## src/rtl/rtc_pkg.sv

```systemverilog
// rtc_pkg: shared definitions for the BCD time-of-day keeper.
//   - BCD digit limits used by the digit counters and set-value validation
//   - FSM state type {RUN, SET}
//   - bcd_time_valid(): checks a BCD HH:MM:SS triple for legality
package rtc_pkg;

   localparam logic [3:0] DIGIT_MAX    = 4'd9;
   localparam logic [3:0] SEC_MAX_TENS = 4'd5;
   localparam logic [7:0] HOUR_MAX     = 8'h23;

   typedef enum logic {
      RUN = 1'b0,
      SET = 1'b1
   } rtc_state_e;

   // Every digit must be decimal, minute/second tens at most 5, and the hour
   // at most 23. Once both hour digits are known to be decimal, a plain
   // numeric compare of the BCD byte orders the same way as the decimal value.
   function automatic logic bcd_time_valid(input logic [7:0] hh,
                                           input logic [7:0] mm,
                                           input logic [7:0] ss);
      logic digits_ok;
      digits_ok = (hh[7:4] <= DIGIT_MAX) && (hh[3:0] <= DIGIT_MAX) &&
                  (mm[7:4] <= DIGIT_MAX) && (mm[3:0] <= DIGIT_MAX) &&
                  (ss[7:4] <= DIGIT_MAX) && (ss[3:0] <= DIGIT_MAX);
      return digits_ok && (mm[7:4] <= SEC_MAX_TENS) &&
             (ss[7:4] <= SEC_MAX_TENS) && (hh <= HOUR_MAX);
   endfunction

endpackage

```

## src/rtl/rtc_time_keeper_bcd_digit_counter.sv

```systemverilog
// bcd_digit_counter: one BCD digit of the time-of-day counter.
//   clk_100MHz, rstn : clock, synchronous active-low reset (clears to 0)
//   max_val          : value after which the digit wraps to 0
//   inc              : advance by one this cycle
//   load, load_val   : parallel load (has priority over inc)
//   q                : current digit
//   carry            : inc is asserted while q == max_val (digit wraps now)
module bcd_digit_counter (
   input  logic       clk_100MHz,
   input  logic       rstn,
   input  logic [3:0] max_val,
   input  logic       inc,
   input  logic       load,
   input  logic [3:0] load_val,
   output logic [3:0] q,
   output logic       carry
);

   assign carry = inc && (q == max_val);

   // NOTE: state registers use non-blocking assignments so every flop samples
   // pre-edge values; blocking here would create order-dependent behaviour.
   always_ff @(posedge clk_100MHz) begin
      if (!rstn)     q <= 4'd0;
      else if (load) q <= load_val;
      else if (inc)  q <= (q == max_val) ? 4'd0 : q + 4'd1;
   end

endmodule

```

## src/rtl/rtc_time_keeper.sv

```systemverilog
// rtc_time_keeper: 24 h BCD time-of-day counter advanced by a slow,
// asynchronous square wave, with a valid/ready time-set port.
//   clk_100MHz, rstn           : clock, synchronous active-low reset
//   tick_in                    : divided square wave (asynchronous)
//   set_valid/set_ready        : time-set handshake
//   set_hh, set_mm, set_ss     : BCD value to load
//   set_err                    : pulse, accepted set value was illegal
//   hh_bcd, mm_bcd, ss_bcd     : current time, BCD
//   sec_pulse                  : pulse in the cycle the new time is visible
//   day_pulse                  : pulse on the 23:59:59 -> 00:00:00 wrap
module rtc_time_keeper
   import rtc_pkg::*;
#(
   parameter int SYNC_STAGES   = 2,
   parameter int TICKS_PER_SEC = 1
) (
   input  logic       clk_100MHz,
   input  logic       rstn,
   input  logic       tick_in,
   input  logic       set_valid,
   input  logic [7:0] set_hh,
   input  logic [7:0] set_mm,
   input  logic [7:0] set_ss,
   output logic       set_ready,
   output logic       set_err,
   output logic [7:0] hh_bcd,
   output logic [7:0] mm_bcd,
   output logic [7:0] ss_bcd,
   output logic       sec_pulse,
   output logic       day_pulse
);

   localparam logic [7:0] PRESC_LAST = 8'(TICKS_PER_SEC - 1);

   logic [SYNC_STAGES-1:0] sync_q;
   logic                   prev_q;
   logic                   edge_q;
   logic [7:0]             presc_q;
   logic                   sec_ev;
   logic                   pending_q;
   rtc_state_e             state_q, next_state;
   logic                   accept, load, advance, cap_valid;
   logic [7:0]             cap_hh, cap_mm, cap_ss;

   // Digit order: 0 = ss units, 1 = ss tens, 2 = mm units, 3 = mm tens,
   // 4 = hh units, 5 = hh tens.
   logic [3:0] dig_q   [6];
   logic [3:0] dig_max [6];
   logic [3:0] dig_ld  [6];
   logic       dig_inc [6];
   logic       dig_cy  [6];

   // Synchronizer and rising-edge detector.
   always_ff @(posedge clk_100MHz) begin
      if (!rstn) begin
         sync_q <= '0;
         prev_q <= 1'b0;
         edge_q <= 1'b0;
      end else begin
         sync_q <= {sync_q[SYNC_STAGES-2:0], tick_in};
         prev_q <= sync_q[SYNC_STAGES-1];
         edge_q <= sync_q[SYNC_STAGES-1] & ~prev_q;
      end
   end

   assign sec_ev = edge_q && (presc_q == PRESC_LAST);

   always_ff @(posedge clk_100MHz) begin
      if (!rstn)       presc_q <= 8'd0;
      else if (edge_q) presc_q <= (presc_q == PRESC_LAST) ? 8'd0 : presc_q + 8'd1;
   end

   // NOTE: the captured set value is plain data qualified by the FSM state,
   // so it needs no reset; leaving it out keeps the flops simpler.
   always_ff @(posedge clk_100MHz) begin
      if (accept) begin
         cap_hh <= set_hh;
         cap_mm <= set_mm;
         cap_ss <= set_ss;
      end
   end

   assign cap_valid = bcd_time_valid(cap_hh, cap_mm, cap_ss);

   always_ff @(posedge clk_100MHz) begin
      if (!rstn) state_q <= RUN;
      else       state_q <= next_state;
   end

   // NOTE: every output of this block gets a default before the case, so no
   // path leaves a signal unassigned and no latch is inferred.
   always_comb begin
      next_state = state_q;
      set_ready  = 1'b0;
      set_err    = 1'b0;
      accept     = 1'b0;
      load       = 1'b0;
      advance    = 1'b0;
      case (state_q)
         RUN: begin
            set_ready = 1'b1;
            if (set_valid) begin
               accept     = 1'b1;
               next_state = SET;
            end else begin
               advance = sec_ev || pending_q;
            end
         end
         SET: begin
            next_state = RUN;
            load       = cap_valid;
            set_err    = !cap_valid;
         end
         default: next_state = RUN;
      endcase
   end

   // A second arriving while a set is in flight is held and applied in the
   // first RUN cycle, on top of the loaded (or retained) time.
   always_ff @(posedge clk_100MHz) begin
      if (!rstn)                            pending_q <= 1'b0;
      else if (accept || (state_q == SET)) pending_q <= pending_q | sec_ev;
      else if (advance)                     pending_q <= 1'b0;
   end

   always_comb begin
      dig_max[0] = DIGIT_MAX;
      dig_max[1] = SEC_MAX_TENS;
      dig_max[2] = DIGIT_MAX;
      dig_max[3] = SEC_MAX_TENS;
      // Hours units stop at 3 only once the tens digit reaches 2.
      dig_max[4] = (dig_q[5] == HOUR_MAX[7:4]) ? HOUR_MAX[3:0] : DIGIT_MAX;
      dig_max[5] = HOUR_MAX[7:4];
      dig_ld[0]  = cap_ss[3:0];
      dig_ld[1]  = cap_ss[7:4];
      dig_ld[2]  = cap_mm[3:0];
      dig_ld[3]  = cap_mm[7:4];
      dig_ld[4]  = cap_hh[3:0];
      dig_ld[5]  = cap_hh[7:4];
      dig_inc[0] = advance;
      for (int i = 1; i < 6; i++) dig_inc[i] = dig_cy[i-1];
   end

   for (genvar g = 0; g < 6; g++) begin : g_digit
      bcd_digit_counter u_digit (
         .clk_100MHz (clk_100MHz),
         .rstn       (rstn),
         .max_val    (dig_max[g]),
         .inc        (dig_inc[g]),
         .load       (load),
         .load_val   (dig_ld[g]),
         .q          (dig_q[g]),
         .carry      (dig_cy[g])
      );
   end

   always_ff @(posedge clk_100MHz) begin
      if (!rstn) begin
         sec_pulse <= 1'b0;
         day_pulse <= 1'b0;
      end else begin
         sec_pulse <= advance;
         day_pulse <= dig_cy[5];
      end
   end

   assign hh_bcd = {dig_q[5], dig_q[4]};
   assign mm_bcd = {dig_q[3], dig_q[2]};
   assign ss_bcd = {dig_q[1], dig_q[0]};

endmodule

```

## config.mk

```make
export PLATFORM = sky130hd
export DESIGN_NAME = rtc_time_keeper
export DESIGN_NICKNAME = d
export VERILOG_FILES = /design/src/rtl/rtc_pkg.sv /design/src/rtl/rtc_time_keeper_bcd_digit_counter.sv /design/src/rtl/rtc_time_keeper.sv
export SDC_FILE = /design/constraint.sdc
export NUM_CORES = 1
export LEC_CHECK = 0
export ABC_AREA = 1
export CAP_MARGIN = 0
export CORE_UTILIZATION = 28
export DETAILED_ROUTE_END_ITERATION = 7
export PLACE_DENSITY = 0.6
export SYNTH_ARGS = -nofsm -noshare
export SYNTH_HDL_FRONTEND = slang
export SYNTH_HIERARCHICAL = 1
export SYNTH_SLANG_ARGS = --single-unit
```

## constraint.sdc

```tcl
create_clock -name clk_100MHz -period 5.5 [get_ports clk_100MHz]
set_input_delay 1.65 -clock clk_100MHz [delete_from_list [all_inputs] [get_ports clk_100MHz]]
set_output_delay 1.65 -clock clk_100MHz [all_outputs]
set_load 0.03 [all_outputs]
```

After elaboration in Yosys (flattened, before gate mapping):

Cells that the tools add are included.

* bits in writable memories: 0
* memories kept: 0
* memory bits (read-only): 0
* bits in registers: 64
* input bits: 28
* output and inout port bits: 28
* bits in latches: 0
* word-level logic and storage cells: 99

* multiply operators: 0
* $lt $le $gt $ge: 9
* div/mod/pow operators: 0
* equality and inequality tests: 6
* reductions and logical operators: 26
* bitwise logic cells: 4
* mux-type cells: 30
* shift operators: 0
* add/subtract/negate cells: 7

Operators by type and width (number)
* 4-bit two-way mux: 19
* 4-bit by 1-bit adder with 4-bit output, second input constant: 6
* 4-bit less-or-equal comparator, second input constant: 6
* 1-bit logical AND: 15
* 2-bit nonzero test: 7
* 1-bit two-way mux: 9
* 8-bit by 1-bit adder with 8-bit output, second input constant: 1
* 4-bit by 3-bit equality test with 1-bit output, second input constant: 2
* 4-bit equality test, second input constant: 2
* 4-bit by 3-bit less-or-equal comparator with 1-bit output, second input constant: 2
* 8-bit by 6-bit less-or-equal comparator with 1-bit output, second input constant: 1
* 8-bit zero test: 1
* 8-bit two-way mux: 1
* 4-bit by 2-bit equality test with 1-bit output, second input constant: 1
* 4-bit equality test: 1
* 1-bit logical OR: 2
* 1-bit NOT: 2
* 1-bit one-hot mux with 2 select lines: 1
* 1-bit bitwise AND: 1
* 1-bit zero test: 1
* 1-bit bitwise OR: 1

Depth between registers and ports, before layout:

Gate-level depths: netlist (run 1).

* depth in word-level cells: 12
* depth in mapped cells: 22
* depth with buffers taken out: 22

Hierarchy:

Netlist (run 1), hierarchy kept.

By module, submodules not included
* bcd_digit_counter: sequential area each 80.1 sq um, cells an instance 48, area each 292.8 sq um, instances 6
* rtc_time_keeper: sequential area each 1041.0 sq um, cells an instance 140, area each 1491.4 sq um, instances 1

Worst setup path after synthesis (run 1):

Ideal clock, no wire load.

* path type: input to register
* start: input port set_valid
* end: register g_digit[5].u_digit.q[0]
* buffers on the path: 0
* setup slack: 2107 ps
* required time: 5379 ps
* cell stages on the path: 16
* library setup time: 121 ps
* arrival: 3271 ps
* cell sequence: nor2_1 > inv_1 > a21oi_1 > inv_1 > nor2_1 > inv_1 > nor2_1 > inv_1 > nor2_1 > inv_1 > nor2_1 > inv_1 > nor2_1 > nor2_1 > a22oi_1 > a21oi_1

RTL lines
* start, declared: RTL line rtc_time_keeper.sv:20 `input logic set_valid,`
* end signal, assigned: RTL line rtc_time_keeper_bcd_digit_counter.sv:25 `else if (load) q <= load_val;`
* end signal, assigned: RTL line rtc_time_keeper_bcd_digit_counter.sv:26 `else if (inc) q <= (q == max_val) ? 4'd0 : q + 4'd1;`
* end, declared: RTL line rtc_time_keeper_bcd_digit_counter.sv:15 `output logic [3:0] q,`

==> results of run 1 <==
## worst max-delay path: stages
cell                              delay [ns]
sky130_fd_sc_hd__clkdlybuf4s50_1        0.42
sky130_fd_sc_hd__nor2_1                 0.14
sky130_fd_sc_hd__inv_1                  0.07
sky130_fd_sc_hd__a21oi_1                0.23
sky130_fd_sc_hd__inv_1                  0.09
sky130_fd_sc_hd__nor2_1                 0.15
sky130_fd_sc_hd__inv_1                  0.07
sky130_fd_sc_hd__nor2_1                 0.15
sky130_fd_sc_hd__inv_1                  0.07
sky130_fd_sc_hd__nor2_1                 0.15
sky130_fd_sc_hd__inv_1                  0.07
sky130_fd_sc_hd__nor2_1                 0.14
sky130_fd_sc_hd__inv_1                  0.07
sky130_fd_sc_hd__nor2_1                 0.15
sky130_fd_sc_hd__inv_1                  0.07
sky130_fd_sc_hd__nor2_1                 0.24
sky130_fd_sc_hd__nand3_1                0.13
sky130_fd_sc_hd__a21oi_1                0.14
## Yosys cell counts (all sizes together) (2+ instances only)
cell,number,area share (%)
a21oi,26,4.0
a22oi,24,5.5
conb,2,0.23
dfxtp,40,25
edfxtp,24,22
ha,8,3.1
inv,81,9.4
nand2,106,13
nand3,33,5.1
nor2,59,7.2
nor3,2,0.31
o21ai,5,0.77
xnor2,3,0.81
xor2,13,3.5
## area by class of cell
cell class | instances | area [um2]
Timing Repair Buffer | 57 | 566
Inverter | 81 | 304
Sequential cell | 64 | 1520
Clock buffer | 11 | 243
Fill cell | 1138 | 6630
Clock inverter | 5 | 56.3
Tap cell | 140 | 175
Multi-Input combinational cell | 325 | 1590
## report_power, final
part	switching [mW]	total, mW	leakage (nW)	internal (mW)
Clock	0.201	0.563	0.145	0.362
Sequential	0.00835	0.516	0.554	0.507
Combinational	0.0380	0.0695	1.22	0.0315
Total	0.247	1.15	1.92	0.901
## registers in the layout, summed over array words and instances (netlist names)
register and count:
g_digit.u_digit/q 24, cap_hh 8, cap_mm 8, cap_ss 8, presc_q 8, sync_q 2
day_pulse 1, edge_q 1, pending_q 1, prev_q 1, sec_pulse 1, state_q 1
## cell usage in the layout (no fill, tap or decap)
cell type	instances
sky130_fd_sc_hd__dfxtp_1	40
sky130_fd_sc_hd__a31oi_1	1
sky130_fd_sc_hd__clkbuf_8	1
sky130_fd_sc_hd__nor2_1	55
sky130_fd_sc_hd__clkinv_2	2
sky130_fd_sc_hd__clkinvlp_4	1
sky130_fd_sc_hd__xnor2_1	3
sky130_fd_sc_hd__nor2_4	1
sky130_fd_sc_hd__nor3_1	1
sky130_fd_sc_hd__clkdlybuf4s50_1	55
sky130_fd_sc_hd__inv_2	2
sky130_fd_sc_hd__buf_4	2
sky130_fd_sc_hd__a21oi_1	26
sky130_fd_sc_hd__clkbuf_1	1
sky130_fd_sc_hd__nor3_2	1
sky130_fd_sc_hd__nand2_1	98
sky130_fd_sc_hd__inv_1	79
sky130_fd_sc_hd__nand2_2	8
sky130_fd_sc_hd__a22oi_1	24
sky130_fd_sc_hd__edfxtp_1	24
sky130_fd_sc_hd__nand3_1	33
sky130_fd_sc_hd__clkbuf_16	9
sky130_fd_sc_hd__nand4_1	1
sky130_fd_sc_hd__clkinv_4	1
sky130_fd_sc_hd__ha_1	8
sky130_fd_sc_hd__o21ai_0	5
sky130_fd_sc_hd__nor2_2	3
sky130_fd_sc_hd__conb_1	44
sky130_fd_sc_hd__bufinv_16	1
sky130_fd_sc_hd__xor2_1	13
## path summary, 6_finish.rpt
path / slack, ns / to / from
worst max-delay path: 1.56 / g_digit[5].u_digit/q[0]$_SDFFE_PN0P_ / set_valid
worst min-delay path: 0.39 / edge_q$_SDFF_PN0_ / prev_q$_SDFF_PN0_
worst max register to register: 2.63 / g_digit[5].u_digit/q[0]$_SDFFE_PN0P_ / presc_q[0]$_SDFFE_PN0P_
worst min register to register: 0.39 / edge_q$_SDFF_PN0_ / prev_q$_SDFF_PN0_
## cells by family after synthesis
family,Yosys count,synth area share (%)
flip-flops,64,46.8
adder cells (fa/ha/maj),8,3.08
AO/OA/AOI/OAI,56,10.5
AND/OR/NAND/NOR,201,25.7
other,2,0.231
XOR/XNOR,16,4.31
buffers and inverters,81,9.36
## layer usage
metal,vias up,global-route usage [%]
met5,-,0
met4,0,3.52
met3,4,4.51
met2,71,22.3
met1,1265,17.0
li1,1536,-
==> impl_results.html, run 1 <==
<table>
<tr><th>Metric</th><th>Value</th></tr>
<tr><th colspan="2">Clocking</th></tr>
<tr><td>Resized Gates After CTS</td><td>0</td></tr>
<tr><td>Clock transition at the registers of the reported paths</td><td>about 0.05 ns</td></tr>
<tr><td>TritonCTS sink count</td><td>64</td></tr>
<tr><td>Level count of the clock H-tree</td><td>3</td></tr>
<tr><td>CTS Buffer Depth</td><td>2</td></tr>
<tr><td>Clock latency on the worst-skew pair</td><td>roughly 0.32 ns</td></tr>
<tr><td>CTS hold repair buffers</td><td>0</td></tr>
<tr><td>CTS tree</td><td>done</td></tr>
<tr><td>CTS Buf Count</td><td>9</td></tr>
<tr><td>Clock Root Buffer</td><td>sky130_fd_sc_hd__clkbuf_16</td></tr>
<tr><td>Post-CTS Setup Repair Bufs</td><td>0</td></tr>
<tr><th colspan="2">Layout</th></tr>
<tr><td>Signed area change from the synthesized netlist to the final layout</td><td>37.1%</td></tr>
<tr><td>Final design area excluding fillers</td><td>approximately 4500 um2</td></tr>
<tr><td>Diode count</td><td>0</td></tr>
<tr><td>Final cell count without fillers</td><td>between 600 and 700</td></tr>
<tr><td>Proportion of layout cells with a drive suffix above 1</td><td>5.89%</td></tr>
<tr><td>Final net count</td><td>about 570</td></tr>
<tr><td>Post-layout utilization of the core</td><td>40.2%</td></tr>
<tr><th colspan="2">Placement</th></tr>
<tr><td>Placed cell count</td><td>667</td></tr>
<tr><td>Pre-CTS worst setup slack</td><td>1.22 ns</td></tr>
<tr><td>Half-perimeter wire length after detailed placement</td><td>around 5500 um</td></tr>
<tr><td>Buffers added on ports</td><td>55</td></tr>
<tr><td>Placer's final routability congestion estimate</td><td>a little over 0.8</td></tr>
<tr><td>Post-place instance area</td><td>4150 um2</td></tr>
<tr><th colspan="2">STA</th></tr>
<tr><td>PnR worst setup slack</td><td>~1.6 ns</td></tr>
<tr><td>Final worst clock skew</td><td>0.00744 ns</td></tr>
<tr><td>Shortest period the worst path allows</td><td>just under 4 ns</td></tr>
<tr><td>Hold Violations, Final</td><td>0</td></tr>
<tr><td>Fmax achieved</td><td>around 250 MHz</td></tr>
<tr><td>Final Max Slew Viols</td><td>0</td></tr>
<tr><td>Fin Hold WS</td><td>0.393 ns</td></tr>
<tr><td>Setup TNS</td><td>0 ns</td></tr>
<tr><td>RSZ-0062 raised after global routing</td><td>no</td></tr>
<tr><td>Final Setup Violations</td><td>0</td></tr>
<tr><td>Max transition margin</td><td>a little under a third</td></tr>
<tr><td>Slew @ Worst Pin</td><td>1.02 ns</td></tr>
<tr><td>Part of the cycle the worst path needs</td><td>just over 70%</td></tr>
<tr><th colspan="2">Worst setup path</th></tr>
<tr><td>Required time of the worst setup path</td><td>5.75 ns</td></tr>
<tr><td>Largest driver fanout on the critical path</td><td>4</td></tr>
<tr><td>Category of the worst setup path launch point</td><td>input pin</td></tr>
<tr><td>Worst Reg-to-Reg Cells</td><td>22</td></tr>
<tr><td>Arrival @ worst endpoint</td><td>between 4 and 5 ns</td></tr>
<tr><td>Setup crit end kind</td><td>register</td></tr>
<tr><td>Critical setup path kind</td><td>in -&gt; reg</td></tr>
<tr><th colspan="2">Logic synthesis</th></tr>
<tr><td>Most instantiated flip-flop cell in the synthesis netlist</td><td>sky130_fd_sc_hd__dfxtp_1</td></tr>
<tr><td>Yosys warning total</td><td>6</td></tr>
<tr><td>Mean cell area of the mapped netlist</td><td>about 7.6 um2</td></tr>
<tr><td>Flip-flop and latch count after synthesis</td><td>64</td></tr>
<tr><td>FFs w/ async S/R, synth</td><td>0%</td></tr>
<tr><td>Area of the mapped netlist</td><td>3250 um2</td></tr>
<tr><td>Number of synthesized flops with an enable pin</td><td>24</td></tr>
<tr><td>Sequential fraction of the synthesis area</td><td>a little under half</td></tr>
<tr><td>Number of different library cells in the post-synthesis netlist</td><td>20</td></tr>
<tr><td>Cell count after synthesis</td><td>between 400 and 500</td></tr>
<tr><th colspan="2">Global routing</th></tr>
<tr><td>Via count of the first global-routing pass</td><td>~2800</td></tr>
<tr><td>Total track usage</td><td>13.6%</td></tr>
<tr><td>Number of antenna violations at the first check in global routing</td><td>0</td></tr>
<tr><td>Pin count of the biggest net entering global routing</td><td>25</td></tr>
<tr><td>Global-route congestion overflow total</td><td>0</td></tr>
<tr><td>Wire length of the first global-routing pass</td><td>12500 um</td></tr>
<tr><th colspan="2">Detailed routing</th></tr>
<tr><td>Post-detailed-route wirelength per cell</td><td>11.1 um</td></tr>
<tr><td>Number of remaining DRC errors</td><td>0</td></tr>
<tr><td>Total vias in the final route</td><td>2876</td></tr>
<tr><td>Vias per cell</td><td>~4.2</td></tr>
<tr><td>Top layer in use</td><td>met4</td></tr>
<tr><td>Drt pass-1 iters</td><td>4</td></tr>
<tr><td>Routed wl met2</td><td>approximately 3500 um</td></tr>
<tr><td>Routed length on met3</td><td>about 350 um</td></tr>
<tr><td>Total wire length after detailed routing</td><td>7550 um</td></tr>
<tr><td>Drt initial violations</td><td>181</td></tr>
<tr><td>Post-route antenna net violation count</td><td>0</td></tr>
<tr><td>WL met1</td><td>3640 um</td></tr>
<tr><th colspan="2">Die</th></tr>
<tr><td>Core area</td><td>11100 um2</td></tr>
<tr><td>Die span in y</td><td>110 um</td></tr>
<tr><td>Die Width</td><td>110 um</td></tr>
<tr><td>Die footprint</td><td>about 12000 um2</td></tr>
<tr><td>Effective utilization at floorplan</td><td>between 20 and 30%</td></tr>
<tr><td>I/O pin total</td><td>56</td></tr>
<tr><td>Total number of placement rows</td><td>38</td></tr>
<tr><th colspan="2">Run</th></tr>
<tr><td>Maxcap violations</td><td>0</td></tr>
<tr><th colspan="2">Pwr</th></tr>
<tr><td>Pwr per Cell Area</td><td>around 260 nW/um2</td></tr>
<tr><td>Leakage dissipation</td><td>between 1.5 and 2 nW</td></tr>
<tr><td>Total Power</td><td>around 1.1 mW</td></tr>
<tr><td>Maximum ir drop on the vdd rail</td><td>0.000162 V</td></tr>
<tr><th colspan="2">Worst hold path</th></tr>
<tr><td>Path class of the lowest-slack min-delay path</td><td>reg -&gt; reg</td></tr>
<tr><td>Hold Crit Depth</td><td>1</td></tr>
<tr><th colspan="2">Status</th></tr>
<tr><td>Run status</td><td>finished, final reports clean</td></tr>
</table>
Note: power is estimated with default switching activity, not from simulation.
==> run 2: changes to the inputs <==
clock period = 3.8 ns   (was 5.5 ns; I/O delays follow)
==> impl_results.html, run 2 (synthesized netlist as in run 1, its figures left out) <==
<table>
<tr><th>Metric</th><th>Value</th></tr>
<tr><th colspan="2">Worst setup path</th></tr>
<tr><td>Critical-path top delay cell</td><td>sky130_fd_sc_hd__clkdlybuf4s50_1 (unchanged)</td></tr>
<tr><td>Most common cell type on the critical path</td><td>sky130_fd_sc_hd__inv_1</td></tr>
<tr><td>Category of the worst setup path launch point</td><td>input pin (unchanged)</td></tr>
<tr><td>Setup crit end kind</td><td>register (unchanged)</td></tr>
<tr><td>Critical setup path kind</td><td>in -&gt; reg (unchanged)</td></tr>
<tr><td>Largest driver fanout on the critical path</td><td>4 (unchanged)</td></tr>
<tr><td>CP cell instances</td><td>clkdlybuf4s50_1 &gt; nor2_1 &gt; inv_1 &gt; a21oi_1 &gt; inv_1 &gt; nor2_1 &gt; inv_1 &gt; nor2_1 &gt; inv_1 &gt; nor2_1 &gt; inv_1 &gt; nor2_1 &gt; inv_1 &gt; nor2_1 &gt; inv_1 &gt; nor2_2 &gt; nand3_1 &gt; a21oi_1 (was clkdlybuf4s50_1 &gt; nor2_1 &gt; inv_1 &gt; a21oi_1 &gt; inv_1 &gt; nor2_1 &gt; inv_1 &gt; nor2_1 &gt; inv_1 &gt; nor2_1 &gt; inv_1 &gt; nor2_1 &gt; inv_1 &gt; nor2_1 &gt; inv_1 &gt; nor2_1 &gt; nand3_1 &gt; a21oi_1)</td></tr>
<tr><td>Required time of the worst setup path</td><td>4.04 ns (was 5.75 ns)</td></tr>
<tr><td>Arrival @ worst endpoint</td><td>3.67 ns (was 4.19 ns)</td></tr>
<tr><td>Delay of the slowest cell on the worst path</td><td>0.41 ns (was 0.42 ns)</td></tr>
<tr><th colspan="2">Run</th></tr>
<tr><td>Maxcap violations</td><td>0 (unchanged)</td></tr>
<tr><th colspan="2">Die</th></tr>
<tr><td>Core area</td><td>11100 um2 (unchanged)</td></tr>
<tr><td>Die footprint</td><td>12000 um2 (unchanged)</td></tr>
<tr><td>I/O pin total</td><td>56 (unchanged)</td></tr>
<tr><td>Total number of placement rows</td><td>38 (unchanged)</td></tr>
<tr><td>Die Width</td><td>110 um (unchanged)</td></tr>
<tr><td>Effective utilization at floorplan</td><td>29.3% (unchanged)</td></tr>
<tr><td>Die span in y</td><td>110 um (unchanged)</td></tr>
<tr><th colspan="2">Global routing</th></tr>
<tr><td>Pin count of the biggest net entering global routing</td><td>25 (unchanged)</td></tr>
<tr><td>Via count of the first global-routing pass</td><td>2688 (was 2760)</td></tr>
<tr><td>Number of antenna violations at the first check in global routing</td><td>0 (unchanged)</td></tr>
<tr><td>Global-route congestion overflow total</td><td>0 (unchanged)</td></tr>
<tr><td>Total track usage</td><td>13.1% (was 13.6%)</td></tr>
<tr><td>Wire length of the first global-routing pass</td><td>12100 um (was 12500 um)</td></tr>
<tr><th colspan="2">Layout</th></tr>
<tr><td>Filler Cell Count</td><td>1160 (was 1138)</td></tr>
<tr><td>Register with the highest flop count</td><td>g_digit.u_digit/q (unchanged)</td></tr>
<tr><td>Final cell count without fillers</td><td>684 (was 683)</td></tr>
<tr><td>Final net count</td><td>575 (was 574)</td></tr>
<tr><td>Diode count</td><td>0 (unchanged)</td></tr>
<tr><td>Signed area change from the synthesized netlist to the final layout</td><td>36.7% (was 37.1%)</td></tr>
<tr><td>Proportion of layout cells with a drive suffix above 1</td><td>6.25% (was 5.89%)</td></tr>
<tr><td>Most frequent standard cell in the layout excluding fill and tap cells</td><td>sky130_fd_sc_hd__nand2_1 (unchanged)</td></tr>
<tr><td>Commonest cells after routing, fill and taps aside</td><td>sky130_fd_sc_hd__nand2_1, sky130_fd_sc_hd__inv_1, sky130_fd_sc_hd__clkdlybuf4s50_1 (was sky130_fd_sc_hd__nand2_1, sky130_fd_sc_hd__inv_1, sky130_fd_sc_hd__nor2_1, sky130_fd_sc_hd__clkdlybuf4s50_1, sky130_fd_sc_hd__conb_1)</td></tr>
<tr><td>Max FFs per register</td><td>24 (unchanged)</td></tr>
<tr><td>Post-layout utilization of the core</td><td>40.1% (was 40.2%)</td></tr>
<tr><th colspan="2">STA</th></tr>
<tr><td>Final worst clock skew</td><td>0.00540 ns (was 0.00744 ns)</td></tr>
<tr><td>Final Setup Violations</td><td>0 (unchanged)</td></tr>
<tr><td>Final Max Slew Viols</td><td>0 (unchanged)</td></tr>
<tr><td>Hold Violations, Final</td><td>0 (unchanged)</td></tr>
<tr><td>Part of the cycle the worst path needs</td><td>~90%</td></tr>
<tr><td>Setup TNS</td><td>0 ns (unchanged)</td></tr>
<tr><td>Max transition margin</td><td>56.1% (was 31.8%)</td></tr>
<tr><td>RSZ-0062 raised after global routing</td><td>no (unchanged)</td></tr>
<tr><td>Fmax achieved</td><td>approximately 300 MHz</td></tr>
<tr><td>Slew @ Worst Pin</td><td>0.656 ns (was 1.02 ns)</td></tr>
<tr><td>Shortest period the worst path allows</td><td>between 3 and 4 ns</td></tr>
<tr><th colspan="2">Status</th></tr>
<tr><td>Run status</td><td>finished, final reports clean (unchanged)</td></tr>
<tr><th colspan="2">Placement</th></tr>
<tr><td>Buffers added on ports</td><td>55 (unchanged)</td></tr>
<tr><td>Placed cell count</td><td>668 (was 667)</td></tr>
<tr><td>Half-perimeter wire length after detailed placement</td><td>5580 um (was 5530 um)</td></tr>
<tr><td>Placer's final routability congestion estimate</td><td>0.803 (was 0.811)</td></tr>
<tr><th colspan="2">Clocking</th></tr>
<tr><td>CTS tree</td><td>done (unchanged)</td></tr>
<tr><td>Clock Root Buffer</td><td>sky130_fd_sc_hd__clkbuf_16 (unchanged)</td></tr>
<tr><td>Level count of the clock H-tree</td><td>3 (unchanged)</td></tr>
<tr><td>Clock latency on the worst-skew pair</td><td>0.32 ns (about the same)</td></tr>
<tr><td>TritonCTS sink count</td><td>64 (unchanged)</td></tr>
<tr><td>Clock transition at the registers of the reported paths</td><td>0.05 ns (about the same)</td></tr>
<tr><td>CTS hold repair buffers</td><td>0 (unchanged)</td></tr>
<tr><td>CTS Buf Count</td><td>9 (unchanged)</td></tr>
<tr><td>CTS Buffer Depth</td><td>2 (unchanged)</td></tr>
<tr><td>Post-CTS Setup Repair Bufs</td><td>0 (unchanged)</td></tr>
<tr><th colspan="2">Detailed routing</th></tr>
<tr><td>Total vias in the final route</td><td>2923 (was 2876)</td></tr>
<tr><td>Post-route antenna net violation count</td><td>0 (unchanged)</td></tr>
<tr><td>Post-detailed-route wirelength per cell</td><td>10.9 um (was 11.1 um)</td></tr>
<tr><td>Drt initial violations</td><td>131 (was 181)</td></tr>
<tr><td>Drt pass-1 iters</td><td>4 (unchanged)</td></tr>
<tr><td>Number of remaining DRC errors</td><td>0 (unchanged)</td></tr>
<tr><td>Total wire length after detailed routing</td><td>7440 um (was 7550 um)</td></tr>
<tr><td>Vias per cell</td><td>4.27 (was 4.21)</td></tr>
<tr><th colspan="2">Pwr</th></tr>
<tr><td>Maximum ir drop on the vdd rail</td><td>0.000203 V (was 0.000162 V)</td></tr>
<tr><td>Pwr per Cell Area</td><td>360 nW/um2 (was 258 nW/um2)</td></tr>
<tr><td>Leakage dissipation</td><td>1.90 nW (was 1.92 nW)</td></tr>
<tr><th colspan="2">Worst hold path</th></tr>
<tr><td>Path class of the lowest-slack min-delay path</td><td>reg -&gt; reg (unchanged)</td></tr>
</table>
-- run 2: cell types whose count changed in the layout (fill, tap and decap cells not counted), sizes merged --
cell / change
clkinv: -1
bufinv: -1
clkinvlp: +2
buf: +1
-- run 2: layer usage --
metal | wire length (um) | vias up | global-route usage [%]
met1 | 3530 | 1304 | 16.8
li1 | - | 1539 | -
met5 | 0 | - | 0
met2 | 3410 | 69 | 21.3
met4 | 104 | 0 | 5.33
met3 | 393 | 11 | 3.02
-- run 2: timing repair --
action                     CTS  global route
gates resized for setup      0             1
setup endpoints to repair    0             2
hold endpoints to repair     0             0
-- run 2: final timing paths --
| path | start | to | slack (ns) | cells past startpoint |
|---|---|---|---|---|
| max | set_valid | g_digit[5].u_digit/q[0]$_SDFFE_PN0P_ | 0.37 | 18 |
| min reg2reg | prev_q$_SDFF_PN0_ | edge_q$_SDFF_PN0_ | 0.39 | 1 |
| max reg2reg | presc_q[0]$_SDFFE_PN0P_ | g_digit[5].u_digit/q[0]$_SDFFE_PN0P_ | 0.94 | 22 |
| min | prev_q$_SDFF_PN0_ | edge_q$_SDFF_PN0_ | 0.39 | 1 |
-- run 2: area by class of cell --
type,instances,area (um2),share of cell area [%]
Inverter,81,304,6.85
Sequential cell,64,1520,34.3
Multi-Input combinational cell,325,1590,35.8
Clock buffer,11,243,5.47
Tap cell,140,175,3.95
Clock inverter,5,32.5,0.733
Timing Repair Buffer,58,573,12.9
-- run 2: power breakdown --
group | internal (mW) | switching, mW | leakage (nW)
logic | 0.0456 | 0.0552 | 1.22
registers | 0.734 | 0.0110 | 0.554
clock network | 0.456 | 0.296 | 0.128
-- run 2: worst max-delay path: cells and delay by family --
family          cells  cell delay, ns
compound gates      2            0.39
buf+inv             8            0.96
simple gates        8            1.17
-- run 2: per-stage QoR --
stage / worst slack [ns] / hold WS (ns) / power, mW / cell area, um2
6_report: 0.373 / 0.386 / 1.60 / 4440
5_1_grt: 0.0613 / 0.405 / 1.66 / 4440
4_1_cts: 0.346 / 0.388 / 1.61 / 4440
3_5_place_dp: 0.0213 / 0.380 / 0.860 / 4160
3_3_place_gp: 0.232 / 0.374 / 0.859 / 4160
2_1_floorplan: 0.609 / 0.368 / 0.808 / 3410
==> run 3: changes to the inputs <==
DONT_BUFFER_PORTS = 1   (was not set)
PLACE_DENSITY = 0.53   (was 0.6)
==> impl_results.html, run 3 (synthesized netlist as in run 1, its figures left out) <==
<table>
<tr><th>Metric</th><th>Value</th></tr>
<tr><th colspan="2">Status</th></tr>
<tr><td>Run status</td><td>finished, final reports clean (unchanged)</td></tr>
<tr><th colspan="2">Worst setup path</th></tr>
<tr><td>Setup crit end kind</td><td>register (unchanged)</td></tr>
<tr><td>Worst setup path startpoint</td><td>set_valid (unchanged)</td></tr>
<tr><td>Critical setup path kind</td><td>in -&gt; reg (unchanged)</td></tr>
<tr><td>Worst reg2reg startpoint</td><td>presc_q[0]$_SDFFE_PN0P_ (unchanged)</td></tr>
<tr><td>Arrival @ worst endpoint</td><td>3.26 ns (was 3.67 ns)</td></tr>
<tr><td>Category of the worst setup path launch point</td><td>input pin (unchanged)</td></tr>
<tr><td>Required time of the worst setup path</td><td>4.06 ns (was 4.04 ns)</td></tr>
<tr><td>Largest driver fanout on the critical path</td><td>4 (unchanged)</td></tr>
<tr><th colspan="2">Pwr</th></tr>
<tr><td>Pwr per Cell Area</td><td>404 nW/um2 (was 360 nW/um2)</td></tr>
<tr><td>Clock share of power</td><td>48.1% (was 47.1%)</td></tr>
<tr><td>Internal power of the cells</td><td>1.21 mW (was 1.24 mW)</td></tr>
<tr><td>Leakage dissipation</td><td>1.70 nW (was 1.90 nW)</td></tr>
<tr><td>Proportion of total power due to net switching</td><td>22.9% (was 22.7%)</td></tr>
<tr><td>Maximum ir drop on the vdd rail</td><td>0.000314 V (was 0.000203 V)</td></tr>
<tr><td>Combinational Power Share</td><td>4.2% (was 6.3%)</td></tr>
<tr><td>Sequential share of power</td><td>47.7% (was 46.6%)</td></tr>
<tr><td>Psw</td><td>0.359 mW (was 0.362 mW)</td></tr>
<tr><th colspan="2">Detailed routing</th></tr>
<tr><td>Post-route antenna net violation count</td><td>0 (unchanged)</td></tr>
<tr><td>Total wire length after detailed routing</td><td>7630 um (was 7440 um)</td></tr>
<tr><td>Number of remaining DRC errors</td><td>0 (unchanged)</td></tr>
<tr><td>Post-detailed-route wirelength per cell</td><td>12.2 um (was 10.9 um)</td></tr>
<tr><td>Vias per cell</td><td>4.21 (was 4.27)</td></tr>
<tr><td>Total vias in the final route</td><td>2645 (was 2923)</td></tr>
<tr><td>Drt pass-1 iters</td><td>4 (unchanged)</td></tr>
<tr><td>Drt initial violations</td><td>144 (was 131)</td></tr>
<tr><th colspan="2">STA</th></tr>
<tr><td>Fmax achieved</td><td>333 MHz (was 292 MHz)</td></tr>
<tr><td>Final Max Slew Viols</td><td>0 (unchanged)</td></tr>
<tr><td>Setup TNS</td><td>0 ns (unchanged)</td></tr>
<tr><td>RSZ-0062 raised after global routing</td><td>no (unchanged)</td></tr>
<tr><td>Shortest period the worst path allows</td><td>3.00 ns (was 3.43 ns)</td></tr>
<tr><td>Final worst clock skew</td><td>0.00580 ns (was 0.00540 ns)</td></tr>
<tr><td>Max transition margin</td><td>63.1% (was 56.1%)</td></tr>
<tr><td>Hold Violations, Final</td><td>0 (unchanged)</td></tr>
<tr><td>Final Setup Violations</td><td>0 (unchanged)</td></tr>
<tr><td>Part of the cycle the worst path needs</td><td>79.0% (was 90.2%)</td></tr>
<tr><td>Slew @ Worst Pin</td><td>0.552 ns (was 0.656 ns)</td></tr>
<tr><th colspan="2">Die</th></tr>
<tr><td>Core area</td><td>11100 um2 (unchanged)</td></tr>
<tr><td>Die Width</td><td>110 um (unchanged)</td></tr>
<tr><td>Die footprint</td><td>12000 um2 (unchanged)</td></tr>
<tr><td>Die span in y</td><td>110 um (unchanged)</td></tr>
<tr><td>Effective utilization at floorplan</td><td>29.3% (unchanged)</td></tr>
<tr><td>Total number of placement rows</td><td>38 (unchanged)</td></tr>
<tr><td>I/O pin total</td><td>56 (unchanged)</td></tr>
<tr><th colspan="2">Placement</th></tr>
<tr><td>Half-perimeter wire length after detailed placement</td><td>5530 um (was 5580 um)</td></tr>
<tr><td>Post-place instance area</td><td>3600 um2 (was 4160 um2)</td></tr>
<tr><td>Buffers added on ports</td><td>0 (was 55)</td></tr>
<tr><td>Placer's final routability congestion estimate</td><td>0.747 (was 0.803)</td></tr>
<tr><th colspan="2">Worst hold path</th></tr>
<tr><td>Hold Startpoint</td><td>prev_q$_SDFF_PN0_ (unchanged)</td></tr>
<tr><td>Path class of the lowest-slack min-delay path</td><td>reg -&gt; reg (unchanged)</td></tr>
<tr><th colspan="2">Clocking</th></tr>
<tr><td>Post-CTS Setup Repair Bufs</td><td>0 (unchanged)</td></tr>
<tr><td>Level count of the clock H-tree</td><td>3 (unchanged)</td></tr>
<tr><td>Resized Gates After CTS</td><td>0 (unchanged)</td></tr>
<tr><td>CTS Buffer Depth</td><td>2 (unchanged)</td></tr>
<tr><td>CTS hold repair buffers</td><td>0 (unchanged)</td></tr>
<tr><td>CTS Buf Count</td><td>9 (unchanged)</td></tr>
<tr><td>Clock Root Buffer</td><td>sky130_fd_sc_hd__clkbuf_16 (unchanged)</td></tr>
<tr><td>CTS tree</td><td>done (unchanged)</td></tr>
<tr><td>Clock latency on the worst-skew pair</td><td>0.34 ns (was 0.32 ns)</td></tr>
<tr><td>Clock transition at the registers of the reported paths</td><td>0.05 ns (about the same)</td></tr>
<tr><td>TritonCTS sink count</td><td>64 (unchanged)</td></tr>
<tr><th colspan="2">Global routing</th></tr>
<tr><td>Number of antenna violations at the first check in global routing</td><td>1 (was 0)</td></tr>
<tr><td>Global-route congestion overflow total</td><td>0 (unchanged)</td></tr>
<tr><td>Pin count of the biggest net entering global routing</td><td>36 (was 25)</td></tr>
<tr><td>Wire length of the first global-routing pass</td><td>12200 um (was 12100 um)</td></tr>
<tr><td>Via count of the first global-routing pass</td><td>2484 (was 2688)</td></tr>
<tr><td>Total track usage</td><td>13.7% (was 13.1%)</td></tr>
<tr><th colspan="2">Layout</th></tr>
<tr><td>Most frequent standard cell in the layout excluding fill and tap cells</td><td>sky130_fd_sc_hd__nand2_1 (unchanged)</td></tr>
<tr><td>Final net count</td><td>519 (was 575)</td></tr>
<tr><td>Diode count</td><td>0 (unchanged)</td></tr>
<tr><td>Signed area change from the synthesized netlist to the final layout</td><td>19.5% (was 36.7%)</td></tr>
<tr><td>Final design area excluding fillers</td><td>3880 um2 (was 4440 um2)</td></tr>
<tr><td>Register with the highest flop count</td><td>g_digit.u_digit/q (unchanged)</td></tr>
<tr><td>Max FFs per register</td><td>24 (unchanged)</td></tr>
<tr><td>Commonest cells after routing, fill and taps aside</td><td>sky130_fd_sc_hd__nand2_1, sky130_fd_sc_hd__inv_1, sky130_fd_sc_hd__nor2_1 (was sky130_fd_sc_hd__nand2_1, sky130_fd_sc_hd__inv_1, sky130_fd_sc_hd__clkdlybuf4s50_1)</td></tr>
<tr><td>Proportion of layout cells with a drive suffix above 1</td><td>6.56% (was 6.25%)</td></tr>
<tr><th colspan="2">Run</th></tr>
<tr><td>Maxcap violations</td><td>0 (unchanged)</td></tr>
</table>
-- run 3: cell types whose count changed in the layout (fill, tap and decap cells not counted) --
cell and delta:
sky130_fd_sc_hd__nor2_1 +1, sky130_fd_sc_hd__clkinv_4 +1, sky130_fd_sc_hd__buf_4 -1, sky130_fd_sc_hd__clkdlybuf4s50_1 -55, sky130_fd_sc_hd__nor2_2 -1, sky130_fd_sc_hd__clkinvlp_4 -1
-- run 3: cell type report --
cell class              instances  area (um2)
well taps                     140         175
inverters                      81         304
clock buffers                  11         243
flip-flops and latches         64        1520
clock inverters                 5        33.8
repair buffers                  2        15.0
multi-input cells             325        1590
fillers                      1172        7200
-- run 3: critical path, stage by stage --
cell and delay [ns]:
sky130_fd_sc_hd__nor2_1 0.12, sky130_fd_sc_hd__inv_1 0.07, sky130_fd_sc_hd__a21oi_1 0.26, sky130_fd_sc_hd__inv_1 0.11
sky130_fd_sc_hd__nor2_1 0.15, sky130_fd_sc_hd__inv_1 0.07, sky130_fd_sc_hd__nor2_1 0.17, sky130_fd_sc_hd__inv_1 0.08
sky130_fd_sc_hd__nor2_1 0.15, sky130_fd_sc_hd__inv_1 0.07, sky130_fd_sc_hd__nor2_1 0.15, sky130_fd_sc_hd__inv_1 0.07
sky130_fd_sc_hd__nor2_1 0.14, sky130_fd_sc_hd__inv_1 0.07, sky130_fd_sc_hd__nor2_1 0.19, sky130_fd_sc_hd__nand3_1 0.11
sky130_fd_sc_hd__a21oi_1 0.14
-- run 3: layer usage --
layer	routed length, um	part of all wire [%]	global-route usage (%)
met1	3720	49	16.9
met2	3390	44	21.9
met4	96	1.3	4.67
met3	421	5.5	4.98
met5	11	0.14	0
-- run 3: power by group through the flow --
| stage | combinational [mW] | sequential, mW | clock, mW |
|---|---|---|---|
| after floorplan | 0.0513 | 0.757 | 0 |
| after global placement | 0.0638 | 0.763 | 0 |
| after detailed placement | 0.0645 | 0.762 | 0 |
| after CTS | 0.0646 | 0.749 | 0.771 |
| after global routing | 0.0777 | 0.750 | 0.804 |
| final | 0.0653 | 0.749 | 0.755 |
-- run 3: per-stage QoR --
| step | util [%] | setup WS (ns) | instances | hold slack (ns) | total power [mW] |
|---|---|---|---|---|---|
| 2_1_floorplan | - | 0.609 | 470 | 0.368 | 0.808 |
| 3_3_place_gp | 32.5 | 0.646 | 612 | 0.374 | 0.826 |
| 3_5_place_dp | 32.5 | 0.481 | 612 | 0.383 | 0.827 |
| 4_1_cts | 35.0 | 0.826 | 628 | 0.390 | 1.58 |
| 5_1_grt | 35.0 | 0.374 | 628 | 0.406 | 1.63 |
| 6_report | 35.0 | 0.800 | 628 | 0.386 | 1.57 |
-- run 3: worst paths after layout --
path | end | slack [ns] | cells after the start
worst min register to register | edge_q$_SDFF_PN0_ | 0.39 | 1
worst max register to register | g_digit[5].u_digit/q[1]$_SDFFE_PN0P_ | 0.93 | 22
worst min-delay path | edge_q$_SDFF_PN0_ | 0.39 | 1
worst max-delay path | g_digit[5].u_digit/q[1]$_SDFFE_PN0P_ | 0.80 | 17
